--- src/rtl/segtohex_capture.sv ---
// segtohex_capture
// Reader for a multiplexed 7-segment display bus. It samples the active-low
// segment lines and digit enables, waits for a pattern to hold steady, and
// decodes the hex value shown on the enabled digit. It keeps a per-digit
// value and error snapshot and reports every change as an event on a
// single-entry valid/ready port.
//
// Optional feature macro: BLANK_DETECT_EN
//   When defined, an all-dark pattern on a single enabled digit is treated
//   as a legal "blank" and reported on blank_mask. When undefined, the
//   all-dark pattern is an illegal code.
//
// Ports
//   clk        system clock, rising edge
//   rst        synchronous active-high reset
//   seg_n      segment lines a..g (bit0 = a), active-low
//   an_n       digit enables, active-low
//   out_valid  event pending
//   out_ready  consumer accepts the event when out_valid && out_ready
//   out_digit  digit index of the event
//   out_hex    decoded value of the event
//   out_err    event pattern was not a legal code
//   out_drop   one-cycle pulse: a pending event was overwritten
//   value      snapshot, digit i in bits [4i+3:4i]
//   err_mask   bit i set when the last accepted pattern on digit i was illegal
//   blank_mask (BLANK_DETECT_EN only) bit i set when digit i is blank
module segtohex_capture #(
  parameter int DIGITS        = 4,
  parameter int STABLE_CYCLES = 3,
  localparam int DW = (DIGITS > 1) ? $clog2(DIGITS) : 1
) (
  input  logic                clk,
  input  logic                rst,
  input  logic [6:0]          seg_n,
  input  logic [DIGITS-1:0]   an_n,
  output logic                out_valid,
  input  logic                out_ready,
  output logic [DW-1:0]       out_digit,
  output logic [3:0]          out_hex,
  output logic                out_err,
  output logic                out_drop,
  output logic [4*DIGITS-1:0] value,
`ifdef BLANK_DETECT_EN
  output logic [DIGITS-1:0]   blank_mask,
`endif
  output logic [DIGITS-1:0]   err_mask
);

  localparam int SW = DIGITS + 7;

  logic [SW-1:0]     samp;
  logic [SW-1:0]     prev;
  logic [7:0]        run_cnt;
  logic              accepted;
  logic [DIGITS-1:0] seen;

  logic [DIGITS-1:0] lo;
  logic              one_hot;
  logic [DW-1:0]     idx;
  logic [6:0]        lit;
  logic [3:0]        dec_hex;
  logic              dec_err;
  logic              dec_blank;
  logic              eq;
  logic              accept;
  logic              ev;

  always_comb begin
    lo      = ~samp[SW-1:7];
    one_hot = (lo != '0) && ((lo & (lo - 1'b1)) == '0);
    idx     = '0;
    for (int i = 0; i < DIGITS; i++) begin
      if (lo[i]) idx = DW'(i);
    end
  end

  always_comb begin
    lit       = ~samp[6:0];
    dec_hex   = 4'h0;
    dec_err   = 1'b0;
    dec_blank = 1'b0;
    case (lit)
      7'h3F: dec_hex = 4'h0;
      7'h06: dec_hex = 4'h1;
      7'h5B: dec_hex = 4'h2;
      7'h4F: dec_hex = 4'h3;
      7'h66: dec_hex = 4'h4;
      7'h6D: dec_hex = 4'h5;
      7'h7D: dec_hex = 4'h6;
      7'h07: dec_hex = 4'h7;
      7'h7F: dec_hex = 4'h8;
      7'h6F: dec_hex = 4'h9;
      7'h77: dec_hex = 4'hA;
      7'h7C: dec_hex = 4'hB;
      7'h39: dec_hex = 4'hC;
      7'h5E: dec_hex = 4'hD;
      7'h79: dec_hex = 4'hE;
      7'h71: dec_hex = 4'hF;
`ifdef BLANK_DETECT_EN
      7'h00: dec_blank = 1'b1;
`endif
      default: dec_err = 1'b1;
    endcase
  end

  // The counter shows how many compares in a row matched, ending at the
  // previous cycle. Requiring eq in the current cycle as well keeps a
  // pattern that changed one cycle early from being accepted.
  assign eq     = (samp == prev);
  assign accept = one_hot && eq && !accepted &&
                  (run_cnt == 8'(STABLE_CYCLES - 1));

`ifdef BLANK_DETECT_EN
  assign ev = accept && (!seen[idx] || (value[4*idx +: 4] != dec_hex) ||
                         (err_mask[idx] != dec_err) ||
                         (blank_mask[idx] != dec_blank));
`else
  assign ev = accept && (!seen[idx] || (value[4*idx +: 4] != dec_hex) ||
                         (err_mask[idx] != dec_err));
`endif

  always_ff @(posedge clk) begin
    if (rst) begin
      samp       <= '1;
      prev       <= '1;
      run_cnt    <= '0;
      accepted   <= 1'b0;
      seen       <= '0;
      value      <= '0;
      err_mask   <= '0;
`ifdef BLANK_DETECT_EN
      blank_mask <= '0;
`endif
      out_valid  <= 1'b0;
      out_digit  <= '0;
      out_hex    <= '0;
      out_err    <= 1'b0;
      out_drop   <= 1'b0;
    end else begin
      samp     <= {an_n, seg_n};
      prev     <= samp;
      out_drop <= 1'b0;

      if (eq) begin
        if (run_cnt != 8'(STABLE_CYCLES)) run_cnt <= run_cnt + 8'd1;
      end else begin
        run_cnt  <= '0;
        accepted <= 1'b0;
      end

      if (accept) begin
        accepted           <= 1'b1;
        seen[idx]          <= 1'b1;
        value[4*idx +: 4]  <= dec_hex;
        err_mask[idx]      <= dec_err;
`ifdef BLANK_DETECT_EN
        blank_mask[idx]    <= dec_blank;
`endif
      end

      // Single entry: newest event wins; overwriting an unaccepted entry
      // is flagged on out_drop.
      if (ev) begin
        out_valid <= 1'b1;
        out_digit <= idx;
        out_hex   <= dec_hex;
        out_err   <= dec_err;
        out_drop  <= out_valid && !out_ready;
      end else if (out_valid && out_ready) begin
        out_valid <= 1'b0;
      end
    end
  end

endmodule
--- config.mk ---
export PLATFORM = sky130hd
export DESIGN_NAME = segtohex_capture
export DESIGN_NICKNAME = d
export VERILOG_FILES = /design/src/rtl/segtohex_capture.sv
export SDC_FILE = /design/constraint.sdc
export NUM_CORES = 1
export LEC_CHECK = 0
export CORE_UTILIZATION = 59
export DETAILED_ROUTE_END_ITERATION = 10
export PLACE_DENSITY = 0.89
export SYNTH_ARGS = -nofsm -noshare
export SYNTH_HDL_FRONTEND = slang
export SYNTH_SLANG_ARGS = --single-unit
--- constraint.sdc ---
create_clock -name clk -period 3.4 [get_ports clk]
set_clock_uncertainty 0.05 [all_clocks]
set_input_delay 0.51 -clock clk [delete_from_list [all_inputs] [get_ports clk]]
set_output_delay 0.51 -clock clk [all_outputs]
set_load 0.01 [all_outputs]
==> impl_metrics.json <==
{
  "routed_wl_um": 6940,
  "synthesis.nets": 382,
  "capturing_element_type_of_the_critical_path": "flop",
  "insertion_delay_ns": 0.35,
  "cp_cell_sequence": "xor2_1 -> nor4_1 -> and3_1 -> and3_1 -> nand2_1 -> mux2i_1 -> nor2_1",
  "area_growth_syn_to_layout_pct": 18.4,
  "fmax_mhz": 355,
  "final-max-slew-violation-count": 0,
  "core_area_um2": 5200,
  "initial_utilization_pct": 62.7,
  "post-synth-top-count-cell": "sky130_fd_sc_hd__dfxtp_1",
  "cts_tree": "done",
  "synth.top_cell.area_share_pct": 39.3,
  "globalRoute.totalOverflow": 0,
  "netlist_top_cells_area": "sky130_fd_sc_hd__dfxtp_1, sky130_fd_sc_hd__mux2i_1, sky130_fd_sc_hd__nor2_1",
  "path_clk_slew_ns": 0.07,
  "antenna_cells": 0,
  "synth.ff_latch_count": 64,
  "number_of_cells_on_the_worst_reg_to_reg_path": 7,
  "switching_share_pct": 22.9,
  "synth_top_area_cell": "sky130_fd_sc_hd__dfxtp_1",
  "rows": 26,
  "status": "completed",
  "power_leakage_uw": 0.00157,
  "power_switching_uw": 376,
  "clk_path_buf_depth": 2,
  "top_level_ports": 43,
  "yosysSeqAreaShare_pct": 39.3,
  "synth_commonest_cells": "sky130_fd_sc_hd__dfxtp_1, sky130_fd_sc_hd__nor2_1, sky130_fd_sc_hd__mux2i_1, sky130_fd_sc_hd__or2_2",
  "dpl.hpwl_um": 4650,
  "cts_sinks": 64,
  "htreeDepth": 3,
  "grt_setup_unrepaired": "false",
  "crit_slowest_cell": "sky130_fd_sc_hd__dfxtp_1",
  "grt_first_pass_wirelength_um": 11400,
  "layout-drive-gt1-share_pct": 12.4,
  "share_of_total_power_in_combinational_logic_pct": 7.3,
  "critical-path-top-cell-by-count": "sky130_fd_sc_hd__and3_1",
  "vias": 2641,
  "postSynth.topFlopCell": "sky130_fd_sc_hd__dfxtp_1",
  "worst_slew_pin_slew_ns": 0.953,
  "via_per_inst": 5.68,
  "power.share.sequential_pct": 47.9,
  "synth_enable_flop_cells": 0,
  "dieWidth_um": 76.4,
  "utilization_pct": 74.2,
  "cts_resized": 0,
  "worst-path-stages": 7,
  "detail-route-antenna-nets": 0,
  "crit_path_start_kind": "flop",
  "ctsHoldBuffers": 0,
  "min_period_over_period_pct": 82.8,
  "initial_antenna_violation_count": 0,
  "grt_start_max_net_pins": 60,
  "max_cap_viol_count": 0,
  "critical_path.max_fanout": 18,
  "ctsRootBufferMaster": "sky130_fd_sc_hd__clkbuf_8",
  "drcViolationCount": 0,
  "synthesis.area_um2": 3260,
  "setup-violations-final": 0,
  "die_height_um": 76.4,
  "hold_class": "flop to flop",
  "worst-endpoint-arrival_ns": 2.97,
  "timing.critical_path.required_ns": 3.55,
  "power_density_nw_per_um2": 425,
  "drt_first_iter_violations": 156,
  "ys_async_sr_fraction_pct": 0,
  "syn-instance-count": 358,
  "min_period_ns": 2.81,
  "max_stage_delay_ns": 0.78,
  "setup.worst_path.class": "flop to flop",
  "post_synthesis_cell_type_count": 54,
  "syn-mean-instance-area_um2": 9.11,
  "cts_buffers": 9,
  "setup-tns-final_ns": 0,
  "net_count_final": 415,
  "p_int_uw": 1270,
  "drt_pass1_iterations": 4,
  "timing_hold_violations_final": 0,
  "via_count_of_the_first_global_routing_pass": 2551,
  "critical_path.n_buffers_inverters": 0,
  "timing.max_slew.rel_slack_pct": 36.5,
  "hold-path-cell-count": 2,
  "yosys_warnings": 0,
  "gr-usage-all-layers_pct": 24.8,
  "post_cts.repair.setup_buffers": 0,
  "io_buffer_count": 42,
  "power_share_of_the_clock_group_pct": 44.7,
  "design.die.area_um2": 5830,
  "wl_per_cell_um": 14.9,
  "gp_congestion": 0.916,
  "critical-path-top-delay-family": "simple AND/OR/NAND/NOR gates",
  "max-vdd-ir-drop_mv": 0.339
}
## power groups by stage
stage	registers, µW	logic [µW]	clock network (µW)
floorplan	785	107	0
global placement	802	115	0
detailed placement	803	118	0
CTS	787	119	746
global route	789	131	776
finish	787	120	735
## worst reg2reg max path, cell delays in order, from the launching register on
cell and delay, ns:
sky130_fd_sc_hd__dfxtp_1 0.78, sky130_fd_sc_hd__xor2_1 0.15, sky130_fd_sc_hd__nor4_1 0.31, sky130_fd_sc_hd__and3_1 0.22, sky130_fd_sc_hd__and3_1 0.56, sky130_fd_sc_hd__nand2_1 0.32
sky130_fd_sc_hd__mux2i_1 0.22, sky130_fd_sc_hd__nor2_1 0.06
## path summary, 6_finish.rpt
kind	slack, ns	startpoint	end
setup reg to reg	0.59	samp[9]	value[2]
hold reg to reg	0.40	seen[1]	seen[1]
setup / recovery	0.59	samp[9]	value[2]
hold / removal	0.40	seen[1]	seen[1]
## cell type report
cell class	count	area, µm²
clock buffers	12	155
clock inverters	3	65.1
fillers	388	1340
inverters	12	45.0
multi-input cells	260	1800
flip-flops and latches	64	1280
well taps	70	87.6
repair buffers	44	430
## cells in the final DEF, fill, tap and decap left out, types with 2 or more instances in the layout
cell and count:
sky130_fd_sc_hd__nor4_1 5, sky130_fd_sc_hd__mux2i_1 30, sky130_fd_sc_hd__bufinv_16 2, sky130_fd_sc_hd__o211ai_1 5
sky130_fd_sc_hd__nor3b_1 3, sky130_fd_sc_hd__a311oi_1 2, sky130_fd_sc_hd__or2_2 22, sky130_fd_sc_hd__xnor2_2 2
sky130_fd_sc_hd__nor2_1 56, sky130_fd_sc_hd__o21a_1 3, sky130_fd_sc_hd__and3b_1 2, sky130_fd_sc_hd__and4b_1 2
sky130_fd_sc_hd__and3_1 8, sky130_fd_sc_hd__ha_1 10, sky130_fd_sc_hd__dfxtp_1 64, sky130_fd_sc_hd__nand3_1 9
sky130_fd_sc_hd__buf_4 2, sky130_fd_sc_hd__nand2b_1 3, sky130_fd_sc_hd__nor2b_1 2, sky130_fd_sc_hd__nand3b_1 2
sky130_fd_sc_hd__clkdlybuf4s50_1 41, sky130_fd_sc_hd__nor3_1 5, sky130_fd_sc_hd__inv_1 12, sky130_fd_sc_hd__clkbuf_8 11
sky130_fd_sc_hd__a2111oi_0 2, sky130_fd_sc_hd__xnor2_1 6, sky130_fd_sc_hd__a211oi_1 6, sky130_fd_sc_hd__nand2_1 17
sky130_fd_sc_hd__a21oi_1 13, sky130_fd_sc_hd__a31oi_1 5, sky130_fd_sc_hd__a32oi_1 3, sky130_fd_sc_hd__xor2_1 17
## sequential cells by signal (all words and copies together), names as in the netlist
signal / count
prev: 11
out_valid: 1
out_drop: 1
run_cnt: 8
out_digit: 2
seen: 4
out_hex: 4
out_err: 1
accepted: 1
err_mask: 4
value: 16
samp: 11
## through the flow
stage                     worst slack (ns)  total power, µW  cell area (µm²)  std cells  hold WS, ns
after global placement               0.677              918             3640        450        0.397
after detailed placement             0.675              921             3640        450        0.398
final                                0.586             1640             3860        465        0.403
after global routing                 0.354             1700             3860        465        0.438
after CTS                            0.614             1650             3860        465        0.407
after floorplan                       1.23              892             3260        358        0.382
## metal layers
metal	track usage (%)	share of wire [%]	vias up
li1	-	-	1294
met1	28.4	44	1250
met2	42.3	48	79
met3	8.14	5.6	18
met4	10.0	2.2	0
met5	0	0	-
## cell families after synthesis
kind of cell	after synthesis	synth area share, %
simple gates	144	23.0
buf+inv	34	5.64
fa+ha+maj	10	3.83
compound gates	50	11.3
mux	30	9.20
xor+xnor	26	7.67
flops	64	39.3
Power figures use the tool's default switching activity.
